File: config.mk
export PLATFORM = sky130hd
export DESIGN_NAME = rom_load_ctrl_flat
export DESIGN_NICKNAME = d
export VERILOG_FILES = /design/src/rtl/rom_load_pkg.sv /design/src/rtl/rom_load_ctrl_if.sv /design/src/rtl/rom_wr_pipe.sv /design/src/rtl/rom_load_ctrl.sv /design/src/flat_wrapper.sv
export SDC_FILE = /design/constraint.sdc
export NUM_CORES = 1
export LEC_CHECK = 0
export ABC_AREA = 0
export CORE_MARGIN = 1.5
export CORE_UTILIZATION = 54
export DETAILED_ROUTE_END_ITERATION = 10
export PLACE_DENSITY = 0.93
export RECOVER_POWER = 50
export SYNTH_ARGS = -nofsm -noshare
export SYNTH_HDL_FRONTEND = slang
export SYNTH_HIERARCHICAL = 1
export SYNTH_SLANG_ARGS = --single-unit
File: constraint.sdc
create_clock -name CLK -period 4.6 [get_ports CLK]
set_clock_uncertainty 0.05 [all_clocks]
set_input_delay 0.46 -clock CLK [delete_from_list [all_inputs] [get_ports CLK]]
set_output_delay 0.46 -clock CLK [all_outputs]
set_load 0.02 [all_outputs]
File: src/rtl/rom_load_pkg.sv
// Shared types and helpers for the ROM download sequencer.
package rom_load_pkg;

    // Sequencer states; reset lands in ST_FAULT so the core never runs without a good image.
    typedef enum logic [2:0] {
        ST_LOAD,
        ST_CHECK,
        ST_HOLD,
        ST_RUN,
        ST_FAULT
    } state_t;

    // ROM region indices, selected by byte address bits [15:14].
    localparam logic [1:0] REG_PROG  = 2'd0;
    localparam logic [1:0] REG_PROG2 = 2'd1;
    localparam logic [1:0] REG_GFX   = 2'd2;
    localparam logic [1:0] REG_PROM  = 2'd3;

    function automatic logic [3:0] onehot4(input logic [1:0] idx);
        logic [3:0] sel;
        sel = 4'b0000;
        sel[idx] = 1'b1;
        return sel;
    endfunction

endpackage

File: src/rtl/rom_load_ctrl_if.sv
// Download-side (ioctl) inputs and ROM-side write bus of the sequencer.
interface rom_load_ctrl_if;
    logic        dl_active;
    logic        dl_wr;
    logic [24:0] dl_addr;
    logic [7:0]  dl_data;
    logic        rom_wr;
    logic [3:0]  rom_cs;
    logic [13:0] rom_addr;
    logic [7:0]  rom_data;

    // Download source: drives ioctl signals, observes the ROM writes.
    modport master (
        output dl_active, dl_wr, dl_addr, dl_data,
        input  rom_wr, rom_cs, rom_addr, rom_data
    );

    // Sequencer side.
    modport slave (
        input  dl_active, dl_wr, dl_addr, dl_data,
        output rom_wr, rom_cs, rom_addr, rom_data
    );
endinterface

File: src/rtl/rom_wr_pipe.sv
// One-stage registered ROM write path: range check, region decode, data capture.
module rom_wr_pipe
    import rom_load_pkg::*;
#(
    parameter logic [16:0] EXP_LEN = 17'h10000
) (
    input  logic        clk,
    input  logic        rst_n,
    input  logic        accept,
    input  logic        dl_wr,
    input  logic [24:0] dl_addr,
    input  logic [7:0]  dl_data,
    output logic        in_range,
    output logic        rom_wr,
    output logic [3:0]  rom_cs,
    output logic [13:0] rom_addr,
    output logic [7:0]  rom_data
);
    logic        issue;
    logic        wr_p1;
    logic [3:0]  cs_p1;
    logic [13:0] addr_p1;
    logic [7:0]  data_p1;

    // Any set bit in [24:17] makes the address exceed EXP_LEN, so one compare covers both overrun cases.
    assign in_range = (dl_addr < {8'd0, EXP_LEN});
    assign issue    = accept & dl_wr & in_range;

    // Stage p0 -> p1: strobe and select live for one cycle; address and data hold until the next write.
    always_ff @(posedge clk or negedge rst_n) begin
        if (!rst_n) begin
            wr_p1   <= 1'b0;
            cs_p1   <= 4'd0;
            addr_p1 <= 14'd0;
            data_p1 <= 8'd0;
        end else begin
            wr_p1 <= issue;
            cs_p1 <= issue ? onehot4(dl_addr[15:14]) : 4'd0;
            if (issue) begin
                addr_p1 <= dl_addr[13:0];
                data_p1 <= dl_data;
            end
        end
    end

    assign rom_wr   = wr_p1;
    assign rom_cs   = cs_p1;
    assign rom_addr = addr_p1;
    assign rom_data = data_p1;
endmodule

File: src/rtl/rom_load_ctrl.sv
// Sequences the arcade core around an HPS ROM download: reset while loading,
// length check at the end, programmable reset hold, user reset requests.
module rom_load_ctrl
    import rom_load_pkg::*;
#(
    parameter logic [16:0] EXP_LEN  = 17'h10000,
    parameter int unsigned HOLD_CYC = 1024,
    parameter int unsigned HOLD_W   = 11
) (
    input  logic           CLK,
    input  logic           RESET_N,
    rom_load_ctrl_if.slave bus,
    input  logic           rst_req,
    output logic           core_reset,
    output logic           load_ok,
    output logic           load_err,
    output logic           busy
);
    localparam logic [16:0]       CNT_MAX   = '1;
    localparam logic [HOLD_W-1:0] HOLD_LAST = HOLD_W'(HOLD_CYC - 1);

    state_t            state, state_nxt;
    logic [16:0]       byte_cnt, byte_cnt_nxt;
    logic [HOLD_W-1:0] hold_cnt, hold_cnt_nxt;
    logic              overrun, overrun_nxt;
    logic              load_ok_nxt, load_err_nxt;
    logic              start_load;
    logic              accept;
    logic              in_range;

    // Bytes are only taken while already in LOAD, so a strobe coinciding with the rising edge of dl_active is dropped.
    assign accept = (state == ST_LOAD);

    rom_wr_pipe #(.EXP_LEN(EXP_LEN)) u_wr_pipe (
        .clk      (CLK),
        .rst_n    (RESET_N),
        .accept   (accept),
        .dl_wr    (bus.dl_wr),
        .dl_addr  (bus.dl_addr),
        .dl_data  (bus.dl_data),
        .in_range (in_range),
        .rom_wr   (bus.rom_wr),
        .rom_cs   (bus.rom_cs),
        .rom_addr (bus.rom_addr),
        .rom_data (bus.rom_data)
    );

    // A new download preempts RUN, HOLD and FAULT.
    assign start_load = bus.dl_active &&
                        ((state == ST_RUN) || (state == ST_HOLD) || (state == ST_FAULT));

    // Next-state and next-counter logic.
    always_comb begin
        state_nxt    = state;
        byte_cnt_nxt = byte_cnt;
        hold_cnt_nxt = hold_cnt;
        overrun_nxt  = overrun;
        load_ok_nxt  = load_ok;
        load_err_nxt = load_err;
        case (state)
            ST_RUN: begin
                if (rst_req) begin
                    state_nxt    = ST_HOLD;
                    hold_cnt_nxt = '0;
                end
            end
            ST_LOAD: begin
                if (bus.dl_wr) begin
                    if (byte_cnt != CNT_MAX) byte_cnt_nxt = byte_cnt + 17'd1;
                    if (!in_range) overrun_nxt = 1'b1;
                end
                if (!bus.dl_active) state_nxt = ST_CHECK;
            end
            ST_CHECK: begin
                if ((byte_cnt == EXP_LEN) && !overrun) begin
                    load_ok_nxt  = 1'b1;
                    state_nxt    = ST_HOLD;
                    hold_cnt_nxt = '0;
                end else begin
                    load_err_nxt = 1'b1;
                    state_nxt    = ST_FAULT;
                end
            end
            ST_HOLD: begin
                if (rst_req) hold_cnt_nxt = '0;
                else if (hold_cnt == HOLD_LAST) state_nxt = ST_RUN;
                else hold_cnt_nxt = hold_cnt + HOLD_W'(1);
            end
            ST_FAULT: begin
                state_nxt = ST_FAULT;
            end
            default: state_nxt = ST_FAULT;
        endcase
        if (start_load) begin
            state_nxt    = ST_LOAD;
            byte_cnt_nxt = '0;
            overrun_nxt  = 1'b0;
            load_ok_nxt  = 1'b0;
            load_err_nxt = 1'b0;
        end
    end

    // State, counter and status registers.
    always_ff @(posedge CLK or negedge RESET_N) begin
        if (!RESET_N) begin
            state    <= ST_FAULT;
            byte_cnt <= '0;
            hold_cnt <= '0;
            overrun  <= 1'b0;
            load_ok  <= 1'b0;
            load_err <= 1'b0;
        end else begin
            state    <= state_nxt;
            byte_cnt <= byte_cnt_nxt;
            hold_cnt <= hold_cnt_nxt;
            overrun  <= overrun_nxt;
            load_ok  <= load_ok_nxt;
            load_err <= load_err_nxt;
        end
    end

    assign core_reset = (state != ST_RUN);
    assign busy       = (state == ST_LOAD) || (state == ST_HOLD);
endmodule

File: src/flat_wrapper.sv
// flat-port wrapper written by rule: the top's interface ports become plain ports
module rom_load_ctrl_flat import rom_load_pkg::*;
#(
    parameter logic [16:0] EXP_LEN  = 17'h10000,
    parameter int unsigned HOLD_CYC = 1024,
    parameter int unsigned HOLD_W   = 11
)
  (CLK, RESET_N, rst_req, core_reset, load_ok, load_err, busy, bus_dl_active, bus_dl_wr, bus_dl_addr, bus_dl_data, bus_rom_wr, bus_rom_cs, bus_rom_addr, bus_rom_data);
  rom_load_ctrl_if bus_i ();
  input  logic CLK;
  input  logic RESET_N;
  input  logic rst_req;
  output logic core_reset;
  output logic load_ok;
  output logic load_err;
  output logic busy;
  input wire logic [$bits(bus_i.dl_active)-1:0] bus_dl_active;
  input wire logic [$bits(bus_i.dl_wr)-1:0] bus_dl_wr;
  input wire logic [$bits(bus_i.dl_addr)-1:0] bus_dl_addr;
  input wire logic [$bits(bus_i.dl_data)-1:0] bus_dl_data;
  output wire logic [$bits(bus_i.rom_wr)-1:0] bus_rom_wr;
  output wire logic [$bits(bus_i.rom_cs)-1:0] bus_rom_cs;
  output wire logic [$bits(bus_i.rom_addr)-1:0] bus_rom_addr;
  output wire logic [$bits(bus_i.rom_data)-1:0] bus_rom_data;
  assign bus_i.dl_active = bus_dl_active;
  assign bus_i.dl_wr = bus_dl_wr;
  assign bus_i.dl_addr = bus_dl_addr;
  assign bus_i.dl_data = bus_dl_data;
  assign bus_rom_wr = bus_i.rom_wr;
  assign bus_rom_cs = bus_i.rom_cs;
  assign bus_rom_addr = bus_i.rom_addr;
  assign bus_rom_data = bus_i.rom_data;
  rom_load_ctrl #(.EXP_LEN(EXP_LEN), .HOLD_CYC(HOLD_CYC), .HOLD_W(HOLD_W)) u_core (.CLK(CLK), .RESET_N(RESET_N), .bus(bus_i), .rst_req(rst_req), .core_reset(core_reset), .load_ok(load_ok), .load_err(load_err), .busy(busy));
endmodule
Word-level counts from Yosys, hierarchy flattened
Index checks and enable logic that the tools add are counted.
{"block": "totals", "regBits": 61, "in_bits": 38, "output_inout_bits": 31, "elab_cells": 83}
{"block": "classes", "addsub": 2, "magnitude_cmp": 3, "eq_ne": 17, "mux": 29, "n_bitwise": 2, "n_reduce_logical": 20}
{"operator": "17-bit two-way mux", "n": 4}
{"operator": "11-bit two-way mux", "n": 4}
{"operator": "11-bit case mux with 3 select lines", "n": 1}
{"operator": "25-bit by 17-bit < comparator with 1-bit output, second input constant", "n": 1}
{"operator": "3-bit two-way mux", "n": 6}
{"operator": "17-bit by 1-bit adder with 17-bit output, second input constant", "n": 1}
{"operator": "17-bit equality test, second input constant", "n": 1}
{"operator": "17-bit inequality test, second input constant", "n": 1}
{"operator": "3-bit by 2-bit inequality test with 1-bit output, second input constant", "n": 5}
{"operator": "3-bit case mux with 4 select lines", "n": 1}
{"operator": "11-bit by 1-bit adder with 11-bit output, second input constant", "n": 1}
{"operator": "11-bit by 10-bit equality test with 1-bit output, second input constant", "n": 1}
{"operator": "1-bit two-way mux", "n": 11}
{"operator": "2-bit nonzero test", "n": 5}
{"operator": "4-bit AND reduction", "n": 2}
{"operator": "3-bit by 2-bit equality test with 1-bit output, second input constant", "n": 2}
{"operator": "2-bit by 1-bit inequality test with 1-bit output, second input constant", "n": 3}
{"operator": "3-bit AND reduction", "n": 2}
{"operator": "4-bit two-way mux", "n": 1}
{"operator": "2-bit AND reduction", "n": 2}
{"operator": "3-bit by 1-bit equality test with 1-bit output, second input constant", "n": 1}
{"operator": "3-bit equality test, second input constant", "n": 1}
{"operator": "1-bit logical AND", "n": 3}
{"operator": "3-bit zero test", "n": 1}
{"operator": "9 further kinds", "n": 12}

Depth between registers and ports, before layout
Gate-level depths: netlist (run 1).
{"block": "logic_depth", "ltp_word": 6, "depth_mapped": 11, "mapped_depth_nobuf": 10}

By module
Netlist (run 1), hierarchy kept.
{"module": "rom_load_ctrl", "instances": 1, "cells_per_inst": 196, "area_each_um2": 1869.3, "seq_area_each_um2": 852.1}
{"module": "rom_wr_pipe", "instances": 1, "cells_per_inst": 65, "area_each_um2": 1147.4, "seq_area_each_um2": 675.6}

Least setup slack after synthesis (run 1)
No wires, ideal clock.
{"block": "synth_timing", "path_type": "flip-flop to flip-flop", "from": "register u_core.byte_cnt[0]", "to": "register u_core.byte_cnt[13]", "setup_ns": 0.078, "arrival_ns": 2.554, "t_required_ns": 4.472, "path_slack_ns": 1.918, "path_stages_with_launch": 11, "path_buffers": 0, "synth_period_minus_slack_ns": 2.682, "cell_sequence": "dfrtp_1 ha_1 and4_1 and4_1 and3_1 ha_1 or4b_4 a21oi_4 o211ai_2 or3_1 a21oi_1"}
{"block": "synth_between", "elab_chain_len": 5, "elab_cells_between_ends": 8, "classes_between": "add/sub: 1; eq/ne: 1; mux: 4; reduce/logical: 2"}
{"item": "start, declared", "line_no": "rom_load_ctrl.sv:23", "text": "logic [16:0] byte_cnt, byte_cnt_nxt;"}
{"item": "start signal, assigned", "line_no": "rom_load_ctrl.sv:114", "text": "byte_cnt <= byte_cnt_nxt;"}
{"item": "17-bit by 1-bit adder with 17-bit output", "line_no": "rom_load_ctrl.sv:69", "text": "if (byte_cnt != CNT_MAX) byte_cnt_nxt = byte_cnt + 17'd1;"}
{"item": "17-bit two-way mux", "line_no": "rom_load_ctrl.sv:69"}
{"item": "17-bit two-way mux", "line_no": "rom_load_ctrl.sv:68", "text": "if (bus.dl_wr) begin"}
{"item": "17-bit two-way mux", "line_no": "rom_load_ctrl.sv:60", "text": "case (state)"}
{"item": "17-bit two-way mux", "line_no": "rom_load_ctrl.sv:94", "text": "if (start_load) begin"}
Parallel ways exist; a longest one is shown, timed or not. The select of a mux whose other input is x is not followed.
A chain may end at the register's enable or synchronous reset.

Worst setup path in the final report (run 1)
{"block": "layout_timing", "from": "register u_core.byte_cnt[1]", "to": "register u_core.byte_cnt[13]"}
Same word-level chain as after synthesis.

==> results_dict.tcl, run 1 <==
set metrics [dict create \
    postPlaceCellArea_um2 3707 \
    clock.fmax_mhz 320.7 \
    fillCellCount 413 \
    drtIter0Drc 90 \
    cts_made_buffers 9 \
    ctsHoldBuffers 0 \
    die_area_um2 6044 \
    crit_path_end_kind "flop" \
    crit_slowest_cell "or4b_4" \
    wirelength_um 6167 \
    synth_top_area_cell "dfrtp_1" \
    met2_length_um 3157 \
    n_antenna_cell 0 \
    place.gp.congestion 0.8913 \
    clkTransAtPathRegs_ns 0.06 \
    async_flop_share 1.000 \
    hold_depth 1 \
    cts_resized 0 \
    dr.max_layer_used "met4" \
    critPathBufInv 0 \
    min_path_type "flop to flop" \
    relSlewSlack -1.094 \
    antenna_found_initial 0 \
    drive_above_1_share 0.1365 \
    post_cts_buffers 0 \
    pre_cts_slack_ns 1.527 \
    grt_pass1_wl_um 10360 \
    syn_inst 261 \
    finalPower_mw 1.271 \
    period_minus_slack_ns 3.118 \
    max-cap-violations 1 \
    synth_top_area_frac 0.4977 \
    hold_viol_final 0 \
    holdWs_ns 0.4490 \
    violations "capacitance limit, slew limit" \
    grt_use_total 0.2221 \
    firstDrtPassIters 4 \
    dpl.hpwl_um 4387 \
    cp_top_family "simple AND/OR/NAND/NOR gates" \
    power_frac_clock 0.312 \
    vias_per_cell 5.594 \
    ys_warn_count 6 \
    setup-violations-final 0 \
    reg2regPathDepth 10 \
    ir_worst_vdd_mv 0.2390 \
    clk_path_buf_depth 2 \
    wl_per_cell_um 15.08 \
    timing_worst_setup_path_type "flop to flop" \
    maxSlewViolCount 62 \
    grt_pass1_vias 2274 \
    syn-cell-area_um2 3017 \
    crit_fanout 12 \
    std_cell_rows 27 \
    wl_met3_um 315 \
    power_leakage_nw 1.780 \
    ff_latch_area_um2 1528 \
    synth_area_leaders "dfrtp_1 (50%), mux2_4 (10%), nor2_1 (4.0%)" \
    p_sw_frac 0.2860 \
    grt_setup_unrepaired "no" \
    yosys_most_used_dff "dfrtp_1" \
    postLayoutCellArea_um2 3866 \
    max_stage_delay_ns 0.49 \
    vias 2288 \
    critPathRequiredTime_ns 4.79 \
    antenna_left 0 \
    seq_area_frac_synth 0.5064 \
    status "complete, but fails checks" \
    worst-path-stages 10 \
    dp_cells 393 \
    clock-root-buffer "clkbuf_8" \
    worstPathArrival_ns 3.31 \
    syn_avg_cell_area_um2 11.56 \
    crit_chain "ha_1, and4_1, and4_1, and3_1, ha_1, or4b_4, a21oi_4, o211ai_2, or3_1, a21oi_1" \
    synth_edf_count 0 \
    clock_latency_ns 0.33 \
    htree_levels 3 \
    fin_setup_tns_ns 0 \
    yosysUniqueCellTypes 50 \
    cp-start-kind "flop" \
    combPwrFrac 0.201 \
    final_util 0.7108 \
    grt_max_degree 62 \
    multi_input_area_um2 1369 \
    portBuffers 68 \
    syn_to_final_growth_pct 28.16 \
    worst_pin_slew_ns 3.141 \
    ios 69 \
    clkSinkCount 61 \
    route.detailed.drc 0 \
    initial_core_util 0.5546 \
    p_switching_mw 0.3636 \
    wl_met1_um 2622 \
    die_x_um 77.74 \
    grt.overflow.total 0 \
    fin_ws_ns 1.482 \
    synth-seq-cells 61 \
    tritoncts "done" \
    layout.cells.non_filler 409 \
    core-area_um2 5439 \
    r2r_slack_ns 1.48 \
    die_h_um 77.74 \
    powerDensity_nw_per_um2 328.8 \
    power_frac_seq 0.487 \
    fin_nets 374 \
    min_period_over_period 0.6778 \
    synthesis.nets 303 \
    intPower_mw 0.9078 \
]
==> cells in the mapped netlist, types with 3 or more instances <==
| library cell | number |
|---|---|
| nand3_1 | 7 |
| and2_1 | 4 |
| and3_1 | 8 |
| inv_1 | 8 |
| o22a_1 | 5 |
| o21a_1 | 3 |
| nor4_1 | 3 |
| nor3_1 | 6 |
| ha_1 | 4 |
| xor2_1 | 11 |
| o21ai_0 | 9 |
| o211ai_1 | 4 |
| nand2_1 | 13 |
| a21oi_1 | 4 |
| and4_1 | 4 |
| mux2_4 | 20 |
| nor3b_1 | 5 |
| clkbuf_1 | 4 |
| nor2_1 | 32 |
| o2111ai_1 | 5 |
| mux2i_1 | 3 |
| dfrtp_1 | 60 |
==> flip-flops by register name, indices dropped and copies added, names as in the netlist, 3 cells and up <==
name / count
u_core/byte_cnt: 17
u_core/hold_cnt: 11
u_core/state: 3
u_core/u_wr_pipe/rom_addr: 14
u_core/u_wr_pipe/rom_cs: 4
u_core/u_wr_pipe/rom_data: 8
==> logic make-up (layout without fill, tap and decap cells) <==
logic type               Yosys count  after routing  synth area share
AND/OR/NAND/NOR                   99             99            0.1792
buffers and inverters             18             94           0.03982
flip-flops                        61             61            0.5064
XOR/XNOR                          13             13           0.03774
AO/OA/AOI/OAI                     41             41            0.1033
adder cells (fa/ha/maj)            4              4           0.01659
multiplexers                      25             25            0.1170
==> power by group through the flow <==
stage	Sequential, mW	Clock (mW)	Combinational, mW
floorplan	0.621	0	0.157
global placement	0.626	0	0.246
detailed placement	0.627	0	0.259
CTS	0.619	0.409	0.260
global route	0.624	0.436	0.278
finish	0.619	0.397	0.255
==> worst paths after layout <==
kind | end | start
worst min-delay path | u_core/u_wr_pipe/rom_addr[12]$_DFFE_PN0P_ | u_core/u_wr_pipe/rom_addr[12]$_DFFE_PN0P_
worst min register to register | u_core/u_wr_pipe/rom_addr[12]$_DFFE_PN0P_ | u_core/u_wr_pipe/rom_addr[12]$_DFFE_PN0P_
worst max-delay path | u_core/byte_cnt[13]$_DFFE_PN0P_ | u_core/byte_cnt[1]$_DFFE_PN0P_
worst max register to register | u_core/byte_cnt[13]$_DFFE_PN0P_ | u_core/byte_cnt[1]$_DFFE_PN0P_
min in group asynchronous | u_core/u_wr_pipe/rom_cs[1]$_DFF_PN0_ | RESET_N
max in group asynchronous | u_core/byte_cnt[1]$_DFFE_PN0P_ | RESET_N
==> per-layer routing <==
metal,up-vias,GRT usage
met4,0,0.09273
li1,1077,-
met1,1104,0.2684
met5,-,0
met3,11,0.04118
met2,96,0.3870
==> cell usage in the layout (no fill, tap or decap), types with 7 or more instances in the layout <==
cell	count
dfrtp_1	60
clkdlybuf4s50_1	54
nor2_1	32
mux2_4	20
dlygate4sd3_1	13
nand2_1	13
xor2_1	11
clkbuf_8	10
o21ai_0	9
inv_1	8
and3_1	8
nand3_1	7
==> layout make-up <==
type	instances	share of cell area
clock buffers	14	0.03948
clock inverters	2	0.002589
inverters	8	0.007767
multi-input cells	182	0.3540
flip-flops and latches	61	0.3951
well taps	72	0.02330
repair buffers	70	0.1777
==> worst reg2reg max path, delay by kind of cell, from the launching register on <==
family / cells / cell delay, ns
AO/OA/AOI/OAI: 3 / 0.63
AND/OR/NAND/NOR: 5 / 1.53
adder cells (fa/ha/maj): 2 / 0.41
flip-flops: 1 / 0.41
No activity file was read; power rests on OpenSTA's default activity.
==> run 2, diff against run 1 <==
- CORE_UTILIZATION: 54 -> 50
- PLACE_DENSITY: 0.93 -> 0.88
- clock period: 4.6 -> 2.88 ns (I/O delays scaled with it)
==> run 2 against run 1 <==
The run still ends with capacitance limit, slew limit left; setup slack worse by 1.4 ns; non-clock buffer count increased by 10; first-iteration DRC count rose by 94%; total power increased by 87%; die area up 7.7%; critical path type unchanged; largest power group unchanged.
==> results_dict.tcl, run 2 (same netlist as run 1, synthesis figures left out) <==
set metrics [dict create \
    status "complete, but fails checks" \
    violations "capacitance limit, slew limit" \
    antenna_left 0 \
    max_stage_delay_ns 0.50 \
    hold_depth 2 \
    relSlewSlack -0.6533 \
    final_util 0.6881 \
    critPathRequiredTime_ns 3.01 \
    die_h_um 80.68 \
    worstPathArrival_ns 2.95 \
    reg2regPathDepth 12 \
    crit_top_cell "ha_2" \
    cts_made_buffers 9 \
    top_register "u_core/byte_cnt" \
    clkSinkCount 61 \
    die_area_um2 6508 \
    drive_above_1_share 0.1734 \
    ir_worst_vdd_mv 0.5077 \
    firstDrtPassIters 5 \
    core-area_um2 5886 \
    vias_per_cell 5.589 \
    power_frac_clock 0.389 \
    clock_latency_ns 0.33 \
    route.detailed.drc 0 \
    p_sw_frac 0.2528 \
    grt_pass1_vias 2230 \
    timing_worst_setup_path_type "flop to flop" \
    largest_register_ffs 17 \
    grt_setup_unrepaired "yes" \
    grt_use_total 0.2069 \
    drtIter0Drc 175 \
    max-cap-violations 1 \
    cp-start-kind "flop" \
    dpl.hpwl_um 4634 \
    die_x_um 80.68 \
    power_frac_seq 0.415 \
    min_period_over_period 0.9761 \
    period_minus_slack_ns 2.811 \
    grt.overflow.total 0 \
    std_cell_rows 28 \
    place.gp.congestion 0.8070 \
    crit_path_end_kind "flop" \
    powerDensity_nw_per_um2 586.1 \
    combPwrFrac 0.197 \
    grt_max_degree 51 \
    clock-root-buffer "clkbuf_8" \
    power_leakage_nw 1.853 \
    ios 69 \
    n_antenna_cell 0 \
    htree_levels 3 \
    setup-violations-final 0 \
    layout_common_cells "dfrtp_1 (60), clkdlybuf4s50_1 (55), nor2_1 (32), mux2_4 (20), nand2_1 (13)" \
    fillCellCount 434 \
    crit_fanout 6 \
    antenna_found_initial 0 \
    portBuffers 68 \
    hold_viol_final 0 \
    fin_nets 384 \
    clock.fmax_mhz 355.7 \
    worst_pin_slew_ns 2.480 \
    initial_core_util 0.5125 \
    crit_chain "ha_2, and4_1, and4_4, and3_1, ha_2, or4b_4, a21oi_4, buf_12, buf_6, o211ai_1, xor2_1, nor2_1" \
    wl_per_cell_um 15.54 \
    vias 2353 \
    intPower_mw 1.774 \
    wirelength_um 6544 \
    syn_to_final_growth_pct 34.26 \
    final_common_cell "dfrtp_1" \
    p_switching_mw 0.6000 \
    tritoncts "done" \
    grt_pass1_wl_um 10220 \
    finalPower_mw 2.374 \
    clk_path_buf_depth 2 \
    ctsHoldBuffers 0 \
    min_path_type "flop to flop" \
    crit_slowest_cell "or4b_4" \
    clkTransAtPathRegs_ns 0.06 \
    maxSlewViolCount 51 \
]
[run 2: layer usage]
| metal | up-vias | GRT usage | wire, µm |
|---|---|---|---|
| met5 | - | 0 | 0 |
| li1 | 1100 | - | - |
| met2 | 110 | 0.3412 | 3132 |
| met3 | 12 | 0.05114 | 493 |
| met1 | 1131 | 0.2615 | 2840 |
| met4 | 0 | 0.07759 | 78 |
[run 2: per-stage QoR]
stage,hold slack (ns),cells,setup slack [ns],TNS (ns),area [µm²]
after floorplan,-0.05759,261,0.1985,0,3017
after global routing,0.4660,421,-0.02590,-0.05502,4050
after CTS,0.1364,418,0.03168,0,4023
after detailed placement,0.4332,403,0.04013,0,3776
final,0.4423,421,0.06870,0,4050
after global placement,0.4247,403,0.1333,0,3776
[run 2: critical path: cells and delay by family (launching register included)]
kind,cells,cell delay (ns)
DFF,1,0.39
xor gates and xnor gates,1,0.16
and+or+nand+nor,5,1.12
adders and majority gates,2,0.35
buffers and inverters,2,0.26
AOI/OAI and AO/OA,2,0.34
[run 2: final cells by class]
type                       count  area (µm²)  area share
clock inverter                 4       95.09     0.02348
multi-input combinational    182        1383      0.3414
clock buffer                  11       151.4     0.03738
tap                           75       93.84     0.02317
inverter                       8       30.03    0.007414
sequential                    61        1528      0.3772
timing repair buffer          80       769.5      0.1900
[run 2: path summary, 6_finish.rpt]
path | start | endpoint | slack, ns
max | u_core/byte_cnt[0]$_DFFE_PN0P_ | u_core/byte_cnt[8]$_DFFE_PN0P_ | 0.07
min | u_core/overrun$_DFFE_PN0P_ | u_core/overrun$_DFFE_PN0P_ | 0.44
max reg2reg | u_core/byte_cnt[0]$_DFFE_PN0P_ | u_core/byte_cnt[8]$_DFFE_PN0P_ | 0.07
min reg2reg | u_core/overrun$_DFFE_PN0P_ | u_core/overrun$_DFFE_PN0P_ | 0.44
max in group asynchronous | RESET_N | u_core/byte_cnt[13]$_DFFE_PN0P_ | 0.70
min in group asynchronous | RESET_N | u_core/u_wr_pipe/rom_addr[8]$_DFFE_PN0P_ | 0.67
[run 2: timing repair]
action | 4_1_cts | 5_1_grt
endpoints found under the hold margin | 0 | 0
resized for setup | 0 | 8
buffers inserted | 0 | 3
endpoints found under the setup margin | 0 | 7
[run 2: power by group through the flow]
stage               Sequential, mW  Clock [mW]  Combinational [mW]
floorplan                    0.991           0               0.251
CTS                          0.984       0.947               0.452
finish                       0.985       0.923               0.467
global placement             0.997           0               0.436
detailed placement           0.999           0               0.449
global route                 0.992       0.986               0.508
==> RTL change 1: new RTL, config.mk and constraints of run 1 <==
Put one more register stage on the output `load_err`, with the module's reset. The value now appears one clock later. The other outputs are not delayed to match.
--- a/src/rtl/rom_load_ctrl.sv
+++ b/src/rtl/rom_load_ctrl.sv
@@ -18,6 +18,8 @@
 );
     localparam logic [16:0]       CNT_MAX   = '1;
     localparam logic [HOLD_W-1:0] HOLD_LAST = HOLD_W'(HOLD_CYC - 1);
+
+    logic load_err_s0;
 
     state_t            state, state_nxt;
     logic [16:0]       byte_cnt, byte_cnt_nxt;
@@ -56,7 +58,7 @@
         hold_cnt_nxt = hold_cnt;
         overrun_nxt  = overrun;
         load_ok_nxt  = load_ok;
-        load_err_nxt = load_err;
+        load_err_nxt = load_err_s0;
         case (state)
             ST_RUN: begin
                 if (rst_req) begin
@@ -108,18 +110,26 @@
             hold_cnt <= '0;
             overrun  <= 1'b0;
             load_ok  <= 1'b0;
-            load_err <= 1'b0;
+            load_err_s0 <= 1'b0;
         end else begin
             state    <= state_nxt;
             byte_cnt <= byte_cnt_nxt;
             hold_cnt <= hold_cnt_nxt;
             overrun  <= overrun_nxt;
             load_ok  <= load_ok_nxt;
-            load_err <= load_err_nxt;
+            load_err_s0 <= load_err_nxt;
         end
     end
 
     assign core_reset = (state != ST_RUN);
     assign busy       = (state == ST_LOAD) || (state == ST_HOLD);
+    always_ff @(posedge CLK or negedge RESET_N) begin
+        if (!RESET_N) begin
+            load_err <= '0;
+        end else begin
+            load_err <= load_err_s0;
+        end
+    end
+
 endmodule
 
Behaviour: not the same (a bounded check fails within 4 cycles, from zero or initial values and one cycle with RESET_N low).
==> RTL change 1 against run 1 <==
  * Sequential share of layout area decreased by 0.93 points
  * Global-route usage up 2.9 points
  * Sequential cell count up 1
  * Core utilization is 1.1 points higher
  * Clock power grew 15%
  * Routed wire length is 20% higher
  * Final area increased by 4.1%
  * Power is 6.8% higher
  * Area after synthesis increased by 5.1%
  * First-iteration DRC count is 110% higher
  * Count of clock-buffer cells in the layout is 2 lower
  * Final cell count is 3.2% higher
  * Worst setup slack improved by 0.45 ns
  * Critical path type unchanged
  * Largest power group unchanged
  * Highest routed layer unchanged
==> RTL change 1: results (changes against run 1) <==
\begin{tabular}{lr}
\hline
Metric & Value \\
\hline
\multicolumn{2}{l}{\textbf{Drt}} \\
Number of detailed-routing iterations run before antenna repair & 6 (was 4) \\
Total wire length after detailed routing & 7.39 mm (was 6.17 mm) \\
Via-to-Cell Ratio & 5.74 (was 5.59) \\
\multicolumn{2}{l}{\textbf{Final layout}} \\
Fillcell total & 334 (was 413) \\
\multicolumn{2}{l}{\textbf{Status}} \\
Outcome & finished, final reports clean (was complete, but fails checks) \\
\multicolumn{2}{l}{\textbf{Clock tree}} \\
Insertion delay of the later-clocked pin in the worst-skew pair & 0.35 ns (was 0.33 ns) \\
\multicolumn{2}{l}{\textbf{Worst setup path}} \\
Slowest cell on the critical path & sky130\_fd\_sc\_hd\_\_nand3b\_2 (was sky130\_fd\_sc\_hd\_\_or4b\_4) \\
Signal arrival time at the worst endpoint & 2.81 ns (was 3.31 ns) \\
Worst-path maximum fanout & 17 (was 12) \\
\multicolumn{2}{l}{\textbf{Synthesis}} \\
Sequential cell area fraction in the yosys report & 49.0\% (was 50.6\%) \\
Top cells by instance count after synthesis & sky130\_fd\_sc\_hd\_\_dfrtp\_1, sky130\_fd\_sc\_hd\_\_nor2\_1, sky130\_fd\_sc\_hd\_\_mux2\_4, sky130\_fd\_sc\_hd\_\_nand2\_1, sky130\_fd\_sc\_hd\_\_inv\_1 (was sky130\_fd\_sc\_hd\_\_dfrtp\_1, sky130\_fd\_sc\_hd\_\_nor2\_1, sky130\_fd\_sc\_hd\_\_mux2\_4, sky130\_fd\_sc\_hd\_\_nand2\_1, sky130\_fd\_sc\_hd\_\_xor2\_1) \\
Top post-synthesis cells by area & sky130\_fd\_sc\_hd\_\_dfrtp\_1, sky130\_fd\_sc\_hd\_\_mux2\_4, sky130\_fd\_sc\_hd\_\_xnor2\_1, sky130\_fd\_sc\_hd\_\_nor2\_1, sky130\_fd\_sc\_hd\_\_a211oi\_2 (was sky130\_fd\_sc\_hd\_\_dfrtp\_1, sky130\_fd\_sc\_hd\_\_mux2\_4, sky130\_fd\_sc\_hd\_\_nor2\_1, sky130\_fd\_sc\_hd\_\_xor2\_1, sky130\_fd\_sc\_hd\_\_and3\_1) \\
Distinct cell type count after synthesis & 51 (was 50) \\
\multicolumn{2}{l}{\textbf{Global routing}} \\
Maximum number of pins on one net before global-route repair & 63 (was 62) \\
Overall global routing resource usage & 25.1\% (was 22.2\%) \\
Global-route wire length before repair & 11.8 mm (was 10.4 mm) \\
\multicolumn{2}{l}{\textbf{Place}} \\
GPL Wtd Cong & 0.803 (was 0.891) \\
Hpwl dp & 4.95 mm (was 4.39 mm) \\
\multicolumn{2}{l}{\textbf{Power}} \\
Leak Pwr & 1.75 nW (was 1.78 nW) \\
\multicolumn{2}{l}{\textbf{STA}} \\
Worst relative slew slack & 46.0\% (was -109\%) \\
\hline
\end{tabular}
## RTL change 1: cell count changes after synthesis, sizes merged, moves of 5 or more
cell     delta
a31oi       +6
o22a        -5
a211oi     +10
inv         +9
a21oi       +5
o211ai      -5
xnor2      +13
xor2       -11
o21ai       -5
o2111ai     -5
## RTL change 1: critical path, delay by kind of cell, from the launching register on
| kind | cells | cell delay (ns) |
|---|---|---|
| adders and majority gates | 2 | 0.42 |
| xor gates and xnor gates | 1 | 0.16 |
| AOI/OAI and AO/OA | 1 | 0.53 |
| DFF | 1 | 0.40 |
| and+or+nand+nor | 4 | 0.98 |
## RTL change 1: cell families (layout without fill, tap and decap cells)
kind of cell	after synthesis	in the layout	synth area share, %
multiplexers	26	26	11.4
XOR/XNOR	15	15	4.15
adder cells (fa/ha/maj)	4	4	1.58
AO/OA/AOI/OAI	42	42	10.9
AND/OR/NAND/NOR	98	98	17.6
flip-flops	62	62	49.0
buffers and inverters	28	103	5.29
## RTL change 1: worst paths after layout
kind / from / endpoint / slack (ns) / depth (start not counted)
worst max register to register: u_core/byte_cnt[0] / u_core/byte_cnt[15] / 1.93 / 8
worst min register to register: u_core/load_err_s0 / u_core/load_err / 0.35 / 0
min in group CLK: u_core/load_err_s0 / u_core/load_err / 0.35 / 0
worst min-delay path: RESET_N / u_core/hold_cnt[5] / 0.21 / 2
worst max-delay path: u_core/byte_cnt[0] / u_core/byte_cnt[15] / 1.93 / 8
max in group asynchronous: RESET_N / u_core/u_wr_pipe/rom_cs[0] / 3.78 / 2
## RTL change 1: per-stage QoR
| stage | cells | setup slack [ns] | cell area [sq um] |
|---|---|---|---|
| finish | 422 | 1.93 | 4020 |
| global route | 422 | 1.72 | 4020 |
| CTS | 422 | 1.94 | 4030 |
| detailed placement | 406 | 1.95 | 3850 |
| global placement | 406 | 2.05 | 3850 |
| floorplan | 275 | 2.38 | 3170 |
## RTL change 1: report_power, final
group | switching, mW | internal [mW] | total [mW]
combinational | 0.162 | 0.115 | 0.277
sequential | 0.0394 | 0.587 | 0.627
clock | 0.206 | 0.249 | 0.455
total | 0.408 | 0.951 | 1.36
## RTL change 1: layout make-up
cell class,count,area (sq um),share of cell area [%]
flip-flops and latches,62,1550,38.6
multi-input cells,185,1440,35.9
repair buffers,70,691,17.2
clock buffers,12,135,3.36
well taps,72,90.1,2.24
inverters,17,63.8,1.59
clock inverters,4,47.5,1.18
## RTL change 1: metal layers
| metal | up-vias | part of all wire [%] | wire length (um) | global-route usage, % |
|---|---|---|---|---|
| li1 | 1117 | - | - | - |
| met1 | 1193 | 39 | 2880 | 29.5 |
| met2 | 96 | 52 | 3870 | 42.6 |
| met3 | 16 | 6.4 | 470 | 6.86 |
| met4 | 0 | 2.2 | 162 | 11.4 |
| met5 | - | 0 | 0 | 0 |
==> RTL change 2: new RTL, config.mk and constraints of run 1 <==
Made on the original files. `HOLD_W` is set to 11 in 2 places; all go to 15.
--- a/src/rtl/rom_load_ctrl.sv
+++ b/src/rtl/rom_load_ctrl.sv
@@ -5,7 +5,7 @@
 #(
     parameter logic [16:0] EXP_LEN  = 17'h10000,
     parameter int unsigned HOLD_CYC = 1024,
-    parameter int unsigned HOLD_W   = 11
+    parameter int unsigned HOLD_W   = 15
 ) (
     input  logic           CLK,
     input  logic           RESET_N,
--- a/src/flat_wrapper.sv
+++ b/src/flat_wrapper.sv
@@ -3,7 +3,7 @@
 #(
     parameter logic [16:0] EXP_LEN  = 17'h10000,
     parameter int unsigned HOLD_CYC = 1024,
-    parameter int unsigned HOLD_W   = 11
+    parameter int unsigned HOLD_W   = 15
 )
   (CLK, RESET_N, rst_req, core_reset, load_ok, load_err, busy, bus_dl_active, bus_dl_wr, bus_dl_addr, bus_dl_data, bus_rom_wr, bus_rom_cs, bus_rom_addr, bus_rom_data);
   rom_load_ctrl_if bus_i ();
Function: same outputs for any inputs over 10 cycles, from zero or initial values and one cycle with RESET_N low; that may be too few to reach the edited logic, so the function may still have changed.
==> RTL change 2 against run 1 <==
  * Final area grew 8.4%
  * Sequential cell count increased by 4
  * Non-clock buffer count increased by 1
  * Area after synthesis up 10%
  * Routed wire length increased by 18%
  * Power increased by 14%
  * Sequential share of layout area fell by 0.67 points
  * Worst setup slack improved by 0.30 ns
  * Global-route usage is 1.2 points higher
  * Largest cell class unchanged
==> RTL change 2: results (changes against run 1) <==
\begin{tabular}{lr}
\hline
Metric & Value \\
\hline
\multicolumn{2}{l}{\textbf{Clock tree}} \\
Insertion delay of the later-clocked pin in the worst-skew pair & 0.35 ns (was 0.33 ns) \\
\multicolumn{2}{l}{\textbf{STA}} \\
Worst Tran Pin Value & 0.917 ns (was 3.14 ns) \\
Post-layout minimum cycle time & 2.82 ns (was 3.12 ns) \\
\multicolumn{2}{l}{\textbf{Drt}} \\
Total wire length after detailed routing & 7.26 mm (was 6.17 mm) \\
Number of design-rule violations left by the first detailed-router iteration & 116 (was 90) \\
Via count & 2523 (was 2288) \\
Number of detailed-routing iterations run before antenna repair & 6 (was 4) \\
\multicolumn{2}{l}{\textbf{Status}} \\
Outcome & finished, final reports clean (was complete, but fails checks) \\
\multicolumn{2}{l}{\textbf{Synthesis}} \\
Top cells by instance count after synthesis & sky130\_fd\_sc\_hd\_\_dfrtp\_1, sky130\_fd\_sc\_hd\_\_nor2\_1, sky130\_fd\_sc\_hd\_\_mux2\_4, sky130\_fd\_sc\_hd\_\_nand2\_1 (was sky130\_fd\_sc\_hd\_\_dfrtp\_1, sky130\_fd\_sc\_hd\_\_nor2\_1, sky130\_fd\_sc\_hd\_\_mux2\_4, sky130\_fd\_sc\_hd\_\_nand2\_1, sky130\_fd\_sc\_hd\_\_xor2\_1) \\
Top post-synthesis cells by area & sky130\_fd\_sc\_hd\_\_dfrtp\_1, sky130\_fd\_sc\_hd\_\_mux2\_4, sky130\_fd\_sc\_hd\_\_nor2\_1, sky130\_fd\_sc\_hd\_\_xor2\_1, sky130\_fd\_sc\_hd\_\_and3\_1 (unchanged) \\
Number of nets in the synthesized netlist & 338 (was 303) \\
Distinct cell type count after synthesis & 52 (was 50) \\
\multicolumn{2}{l}{\textbf{Worst setup path}} \\
Start point of the critical path & u\_core/byte\_cnt[4] (was u\_core/byte\_cnt[1]) \\
Signal arrival time at the worst endpoint & 3.04 ns (was 3.31 ns) \\
\multicolumn{2}{l}{\textbf{Final layout}} \\
Total number of nets in the final design & 403 (was 374) \\
Fillcell total & 412 (was 413) \\
Share of cells above drive strength 1 & 15.0\% (was 13.6\%) \\
\multicolumn{2}{l}{\textbf{Place}} \\
Worst Setup Slack post-DPL & 1.80 ns (was 1.53 ns) \\
GPL Wtd Cong & 0.876 (was 0.891) \\
Hpwl dp & 5.18 mm (was 4.39 mm) \\
\multicolumn{2}{l}{\textbf{Power}} \\
Total sequential power & 0.658 mW (was 0.619 mW) \\
Clock group total power & 0.532 mW (was 0.397 mW) \\
Leak Pwr & 1.87 nW (was 1.78 nW) \\
Power spent charging and discharging nets & 0.410 mW (was 0.364 mW) \\
\multicolumn{2}{l}{\textbf{Global routing}} \\
Overall global routing resource usage & 23.4\% (was 22.2\%) \\
Maximum number of pins on one net before global-route repair & 66 (was 62) \\
\hline
\end{tabular}
RTL change 2: cell types whose count changed after synthesis, moves of 3 or more:
cell	run 1	this run
sky130_fd_sc_hd__a21oi_1	4	9
sky130_fd_sc_hd__a31oi_1	1	8
sky130_fd_sc_hd__a41oi_1	0	3
sky130_fd_sc_hd__buf_2	0	3
sky130_fd_sc_hd__clkbuf_1	4	7
sky130_fd_sc_hd__dfrtp_1	60	64
sky130_fd_sc_hd__nand4_1	2	7
sky130_fd_sc_hd__o21ai_0	9	6
sky130_fd_sc_hd__o22a_1	5	2
sky130_fd_sc_hd__or3_1	2	5
RTL change 2: metrics by stage:
stage               instance area (sq um)  instances  utilization (%)
CTS                                  4210        441             71.0
floorplan                            3330        296                -
global placement                     3990        425             67.3
detailed placement                   3990        425             67.3
finish                               4190        441             70.8
global route                         4190        441             70.8
RTL change 2: per-layer routing:
layer | GRT usage [%] | routed length (um) | vias to the layer above | part of all wire (%)
met4 | 7.93 | 133 | 0 | 1.8
met1 | 27.0 | 2940 | 1242 | 40
li1 | - | - | 1207 | -
met5 | 0 | 0 | - | 0
met3 | 9.22 | 355 | 10 | 4.9
met2 | 39.4 | 3830 | 64 | 53
RTL change 2: cell type report:
cell class | instances | area share (%)
inverters | 8 | 0.717
repair buffers | 71 | 16.7
well taps | 75 | 2.24
clock buffers | 10 | 3.05
flip-flops and latches | 65 | 38.8
clock inverters | 6 | 2.21
multi-input cells | 206 | 36.3
RTL change 2: kinds of logic after synthesis:
family                     synth area share (%)
DFF                                        48.9
adders and majority gates                  1.50
xor gates and xnor gates                   3.16
muxes                                      11.1
and+or+nand+nor                            19.1
buffers and inverters                      4.93
AOI/OAI and AO/OA                          11.4
RTL change 2: worst max-delay path, stage by stage (launching register included):
cell and delay (ns):
sky130_fd_sc_hd__dfrtp_1 0.43, sky130_fd_sc_hd__and4_1 0.25, sky130_fd_sc_hd__and3_1 0.22, sky130_fd_sc_hd__nand2_1 0.10, sky130_fd_sc_hd__nor2_1 0.06, sky130_fd_sc_hd__ha_1 0.18, sky130_fd_sc_hd__or4b_4 0.49, sky130_fd_sc_hd__a21oi_4 0.31
sky130_fd_sc_hd__o21ai_1 0.16, sky130_fd_sc_hd__or3_1 0.36, sky130_fd_sc_hd__a21oi_1 0.14
RTL change 2: final timing paths:
path / slack, ns / endpoint / cells after the start
setup / recovery: 1.78 / u_core/byte_cnt[15] / 10
hold / removal: 0.22 / u_core/hold_cnt[11] / 2
setup reg to reg: 1.78 / u_core/byte_cnt[15] / 10
hold reg to reg: 0.47 / u_core/u_wr_pipe/rom_addr[0] / 1
max in group asynchronous: 3.74 / u_core/byte_cnt[3] / 2
min in group CLK: 0.47 / u_core/u_wr_pipe/rom_addr[0] / 1
